**src/rtl/lfsr_rng_gen.sv**
```systemverilog
// Fibonacci-style LFSR random generator.
// Free-running step mode, plus a WIDTH-advance draw handshake.
//
// Ports:
//   clk   - rising-edge clock
//   rs_n  - asynchronous active-low reset
//   load  - load seed into q and the stored seed
//   seed  - seed value
//   step  - advance q once (idle only)
//   req   - start a draw of one fresh word
//   ack   - consumer takes rnd
//   q     - current register state
//   rnd   - drawn word, held while valid
//   busy  - draw in progress
//   valid - rnd holds an unconsumed word
//   wrap  - pulse after an advance lands on the stored seed
module lfsr_rng_gen #(
  parameter int unsigned WIDTH = 8,
  parameter logic [WIDTH-1:0] TAPS =
    WIDTH'(8'b0001_1101),
  parameter bit FULL_CYCLE = 1'b1,
  parameter logic [WIDTH-1:0] RESET_SEED =
    {{(WIDTH-1){1'b0}}, 1'b1}
) (
  input  logic             clk,
  input  logic             rs_n,
  input  logic             load,
  input  logic [WIDTH-1:0] seed,
  input  logic             step,
  input  logic             req,
  input  logic             ack,
  output logic [WIDTH-1:0] q,
  output logic [WIDTH-1:0] rnd,
  output logic             busy,
  output logic             valid,
  output logic             wrap
);

  localparam int unsigned CW = $clog2(WIDTH + 1);
  localparam logic [CW-1:0] LAST = CW'(WIDTH - 1);
  localparam logic [WIDTH-1:0] ONE =
    {{(WIDTH-1){1'b0}}, 1'b1};

  typedef enum logic [1:0] {
    IDLE,
    RUN,
    DONE
  } state_t;

  state_t           state;
  logic [WIDTH-1:0] seed_r;
  logic [CW-1:0]    cnt;
  logic [WIDTH-1:0] q_adv;
  logic             fb;
  logic             z;
  logic             hit;

  // z injects the all-zero state in full-cycle mode;
  // in maximal mode the zero state is forced out to 1.
  always_comb begin
    fb    = ^(q & TAPS);
    z     = FULL_CYCLE && (q[WIDTH-1:1] == '0);
    q_adv = {fb ^ z, q[WIDTH-1:1]};
    if (!FULL_CYCLE && (q == '0)) begin
      q_adv = ONE;
    end
    hit = (q_adv == seed_r);
  end

  // The req edge is the first advance, RUN adds the
  // remaining WIDTH-1, and the last RUN edge captures.
  always_ff @(posedge clk or negedge rs_n) begin
    if (!rs_n) begin
      state  <= IDLE;
      q      <= RESET_SEED;
      seed_r <= RESET_SEED;
      rnd    <= '0;
      busy   <= 1'b0;
      valid  <= 1'b0;
      wrap   <= 1'b0;
      cnt    <= '0;
    end else begin
      wrap <= 1'b0;
      if (load) begin
        state  <= IDLE;
        q      <= seed;
        seed_r <= seed;
        busy   <= 1'b0;
        valid  <= 1'b0;
        cnt    <= '0;
      end else begin
        unique case (state)
          IDLE: begin
            if (req) begin
              state <= RUN;
              busy  <= 1'b1;
              cnt   <= '0;
              q     <= q_adv;
              wrap  <= hit;
            end else if (step) begin
              q    <= q_adv;
              wrap <= hit;
            end
          end
          RUN: begin
            if (cnt == LAST) begin
              state <= DONE;
              rnd   <= q;
              busy  <= 1'b0;
              valid <= 1'b1;
            end else begin
              q    <= q_adv;
              wrap <= hit;
              cnt  <= cnt + CW'(1);
            end
          end
          DONE: begin
            if (ack) begin
              state <= IDLE;
              valid <= 1'b0;
            end
          end
          default: state <= IDLE;
        endcase
      end
    end
  end

endmodule
```
**config.mk**
```make
export PLATFORM = sky130hd
export DESIGN_NAME = lfsr_rng_gen
export DESIGN_NICKNAME = d
export VERILOG_FILES = /design/src/rtl/lfsr_rng_gen.sv
export SDC_FILE = /design/constraint.sdc
export NUM_CORES = 1
export LEC_CHECK = 0
export CAP_MARGIN = 20
export CORE_ASPECT_RATIO = 0.7
export CORE_UTILIZATION = 55
export CTS_BUF_LIST = sky130_fd_sc_hd__clkbuf_8
export CTS_CLUSTER_SIZE = 8
export DETAILED_ROUTE_END_ITERATION = 10
export GPL_ROUTABILITY_DRIVEN = 0
export GPL_TIMING_DRIVEN = 0
export PLACE_DENSITY = 0.91
export SYNTH_ARGS = -nofsm -noshare
export SYNTH_HDL_FRONTEND = slang
export SYNTH_SLANG_ARGS = --single-unit
export TNS_END_PERCENT = 30
```
**constraint.sdc**
```tcl
create_clock -name clk -period 4.69 [get_ports clk]
set_input_delay 0.7035 -clock clk [delete_from_list [all_inputs] [get_ports clk]]
set_output_delay 0.7035 -clock clk [all_outputs]
set_load 0.005 [all_outputs]
```
; ---- Yosys cells after proc, flatten, opt, wreduce, memory -nomap -nowiden
; Cells that the tools add are included.
[totals]
regBits = 33
input_bits = 14
[classes]
addsub = 1
bitwise = 2
mux = 27
n_reduce_logical = 11
eq_ne = 9
[op_table]
columns = cell, n
row1 = $mux 8, 4
row2 = $reduce_and 3->1, 6
row3 = $pmux 8 s2, 1
row4 = $mux 4, 3
row5 = $ne 3x3->1 const B, 4
row6 = $mux 1, 10
row7 = $eq 8x8->1, 1
row8 = $mux 2, 4
row9 = $pmux 4 s2, 1
row10 = $reduce_xor 8->1, 1
row11 = $logic_not 7->1, 1
row12 = $pmux 1 s2, 3
row13 = $pmux 2 s3, 1
row14 = $reduce_bool 3->1, 2
row15 = $add 4x1->4 const B, 1
row16 = $eq 4x3->1 const B, 1
row17 = $ne 4x4->1 const B, 1
row18 = $eq 2x1->1 const B, 1
row19 = $eq 2x2->1 const B, 1
row20 = $logic_not 2->1, 1
row21 = $not 1->1, 1
row22 = $xor 1x1->1, 1

; ---- Longest topological paths before layout
[logic_depth]
word_depth = 7
mapped_depth = 6
depth_no_buf = 6

; ---- Least setup slack after synthesis
; Ideal clock, no wire load.
[synth_timing]
path_type = input to register
start = in load
end = reg rnd[0]
slack_ns = 3.016
path_buffers = 0
setup_ns = 0.125
arrival_ns = 1.550
path_stages = 4
t_required_ns = 4.565
cell_sequence = nor2_1 > nand2_1 > nor2_2 > mux2_2
[synth_via]
elab_chain_cells = 2
[synth_lines]
columns = item, line
row1 = "start, declared", 27  ; input logic load,
row2 = $not 1->1 (no line), n/a
row3 = $reduce_and 3->1 (no line), n/a
row4 = "end signal, assigned", 108  ; rnd <= q;
row5 = "end, declared", 33  ; output logic [WIDTH-1:0] rnd,
; No other way between the ends.
; A chain may end at the register's enable or synchronous reset.

; ---- Worst setup path after layout
; Ends and elaborated chain as after synthesis.

==> results.txt <==
- The run finished with clean final reports.
- Before antenna repair, the detailed router went through 4 iterations.
* Normalized max-slew margin: 45.3%
* Most common flop cell mapped by yosys: dfrtp_1
- The clock tree synthesis step divided the H-tree into 2 levels.
* Chip width: roughly 65 um
- Combinational logic burns 16.9% of the power.
- Critical Path Start Type: input port
- The clock period could shrink to roughly 2.2 ns.
- Counting cells, the worst reg-to-reg path comes to 6.
- In this run the cell area of the synthesized design comes to 1520 um^2.
* DRT Wirelength: 3430 um
- Sum of net half-perimeters after detailed placement: 2470 um
* Cell at the slowest stage of the critical path: clkdlybuf4s50_1
- For this configuration, the core starts out at a cell density of 60.1%.
- The worst register-to-register path ends at q[3]$_DFFE_PN0P_.
* Final-report max-slew violation count: 0
* Fraction of synthesized area in multiplexers: 11.9%
- ANT cells: 0
* Fin Setup TNS: 0 ns
* CTS tree: done
- At the end of the flow the core is filled with cells to 79.0%.
- The number of nets in the synthesized netlist is 154.
- Clock Pin Slew Worst Setup and Hold Paths: 0.07 ns
* Worst path cell trace: clkdlybuf4s50_1 -> nor2_1 -> nand2_1 -> nor2_2 -> mux2_2
- Using the TritonRoute via totals, the vias-per-cell ratio works out to between 5 and 6.
- Synthesis produced a netlist whose cell count is 139.
* Remaining routing DRC violations: 0
* Cts bufs inserted: 5
- Clock skew: 0.00567 ns
* Initial antenna violation count: 0
- Of the total synthesized cell area, the portion taken by AND, OR, NAND and NOR gates is 10.8%.
- Die Y: 46.0 um
- Total of max-cap violations: 0
* Worst Hold Launch: seed_r[0]$_DFFE_PN1P_
- Leak: 0.913 nW
* Core outline area: 2530 um^2
* Number of cell rows: 15
- Internal cell power: around 0.48 mW
- The first global-routing pass estimated between 5000 and 6000 um of wire.
* Synth Area in XOR/XNOR: 6.90%
- The total overflow left after global routing is 0.
- Tightest Pin Transition: 0.819 ns
* Worst reg2reg path startpoint: cnt[0]$_DFFE_PN0P_
- Slack of the critical path: between 2 and 3 ns
* Worst Hold End: seed_r[0]$_DFFE_PN1P_
- The worst path uses 46.4% of the clock period.
- The analysis attributes to net switching a power of 0.170 mW.
- Clock share of power: 32.5%
- The worst setup path is of the in2reg kind.
- In the synthesized netlist the async set-or-reset flop fraction comes to 100%.
- Total global routing track utilization: 26.6%
* Flops & latches, synth: 33
* Clock sink total: 33
- Die area: 2990 um^2
- Crit path DAT: around 2.3 ns
- Routed length per placed instance: 16.1 um
- Clock root buffer: clkbuf_8
- Hold repair after CTS inserted 0 buffers.
- Worst VDD drop: 0.000251 V
- Setup crit end kind: flop
* Worst setup slack before clock tree synthesis: 2.28 ns
- Number of nets in the final layout: between 150 and 200
* Class of the tightest hold or removal check: reg2reg
- Count of nets left with antenna violations after detail routing: 0
- Number of I/O pins: 33
- Buffers on Ports: 32
- After synthesis, the mean cell area works out to 11.0 um^2.
- Post-cts repair resize count: 0
- Number of global-route vias before repair: 1,169
- Pin count of the biggest net entering global routing: 19
- Iteration-0 DRC count of the detailed router: slightly above 80
- Dominant combinational cell family by area after synthesis: multiplexers
* Post-CTS setup buffer count: 0
* CP max FO: 8
- Worst hold path cell count: 2
- The finished layout holds 213 standard cells, fillers aside.
- Compared with the post-synthesis result, the final layout area differs by 31.3%.
- The routed layout has 1,214 vias.
* Number of distinct library cells after synthesis: 29
* Unrepaired setup endpoints after global routing: false
- Summing the areas of all compound-gate instances in the mapped netlist gives 11.2% of the synthesized area.
- The Yosys step of the flow raised 0 warnings.
- Stage delay of the slowest cell on the critical path: approximately 0.48 ns
* Post-synthesis share of cell area spent on full adders, half adders and majority gates: 0.821%
* Max Fclk: 460 MHz
* Flop2flop setup slack: 2.70 ns
- The share of total power dissipated in sequential elements is approximately half.
- The clock passes through at most 2 buffers.
- Later-pin clock latency in the skew report: ~0.28 ns
* Crit-path leading delay family: simple AND/OR/NAND/NOR gates
* Total of endpoints with negative setup slack in the final report: 0
- Required time of the critical path: 4.86 ns
* Sum of buffers and inverters on the critical path: 1
- Dividing total power by cell area gives a power density of 323 nW/um^2.
- Yosys mapped a number of flops with a built-in enable equal to 0.
- Placed Cells incl. Taps: 206
* Sequential cell area fraction in the yosys report: 54.4%
- Switching share of power: 26.2%
- In the final layout, the share of cells above drive strength 1 is a little over an eighth.
- Final hold violation count: 0
## power groups by stage
stage | registers [mW] | logic, mW | clock network, mW
3_3_place_gp | 0.329 | 0.0998 | 0
5_1_grt | 0.329 | 0.119 | 0.230
4_1_cts | 0.327 | 0.109 | 0.215
2_1_floorplan | 0.327 | 0.0558 | 0
3_5_place_dp | 0.331 | 0.107 | 0
6_report | 0.327 | 0.109 | 0.210
## registers in the layout, summed over array words and instances (netlist names)
| signal | cells |
|---|---|
| busy | 1 |
| q | 8 |
| state | 2 |
| wrap | 1 |
| rnd | 8 |
| cnt | 4 |
| seed_r | 8 |
| valid | 1 |
## synth_stat cells (2+ instances only)
master    count  area (um^2)
o21ai_0      21          105
clkbuf_1      4         15.0
mux2_2        9          101
a211oi_1      2         15.0
nand2_1      11         41.3
nor2_1        8         30.0
a21oi_1       4         20.0
mux2i_1       8         80.1
xor2_1        3         26.3
xnor2_1       9         78.8
inv_1         9         33.8
nand4_1       3         18.8
dfrtp_1      31          776
dfstp_2       2         52.6
## routing by layer
metal / up-vias / global-route usage, % / wire, um
li1: 558 / - / -
met1: 596 / 34.4 / 1540
met2: 51 / 40.8 / 1620
met3: 9 / 8.25 / 203
met4: 0 / 14.2 / 57
met5: - / 0 / 0
## worst register-to-register path, stage by stage (launching register included)
cell and delay (ns):
dfrtp_1 0.41, ha_1 0.26, and3b_1 0.25, a211oi_1 0.32
buf_4 0.26, mux2i_1 0.24, o21ai_0 0.10
## worst max path at each step
stage	slack [ns]	depth (start not counted)	startpoint	endpoint
2_1_floorplan	3.02	4	load	rnd[0]$_DFFE_PN0P_
3_3_place_gp	2.34	5	load	rnd[3]$_DFFE_PN0P_
3_5_place_dp	2.28	5	load	rnd[0]$_DFFE_PN0P_
4_1_cts	2.56	5	load	rnd[0]$_DFFE_PN0P_
5_1_grt	2.47	5	load	rnd[0]$_DFFE_PN0P_
6_report	2.51	5	load	rnd[0]$_DFFE_PN0P_
## cell usage in the layout (no fill, tap or decap), types with 2 or more instances in the layout
master and instances:
nor2_1 8, a211oi_1 2, mux2_2 9, clkbuf_1 4, nand2_1 11, xor2_1 3
nand4_1 3, mux2i_1 8, inv_1 10, dfrtp_1 31, clkdlybuf4s50_1 32, clkbuf_8 6
o21ai_0 21, dfstp_2 2, xnor2_1 9, a21oi_1 4
## per-stage QoR
step                hold WS [ns]  total power, mW  instance area [um^2]
floorplan                  0.408            0.382                  1520
global route               0.503            0.678                  2000
CTS                        0.496            0.651                  2000
global placement           0.472            0.429                  1890
finish                     0.497            0.647                  2000
detailed placement         0.487            0.438                  1910
## cell families after synthesis
kind of cell | count (synthesis)
buffers and inverters | 15
adders and majority gates | 1
DFF | 33
AOI/OAI and AO/OA | 30
xor gates and xnor gates | 12
muxes | 17
and+or+nand+nor | 31
## final cells by class
class                   instances  area [um^2]
flip-flops and latches         33          828
multi-input cells              91          634
well taps                      34         42.5
repair buffers                 33          348
fillers                       166          533
clock inverters                 1         3.75
plain buffers                   6         27.5
inverters                       9         33.8
clock buffers                   6         82.6
No activity file was read; power rests on OpenSTA's default activity.
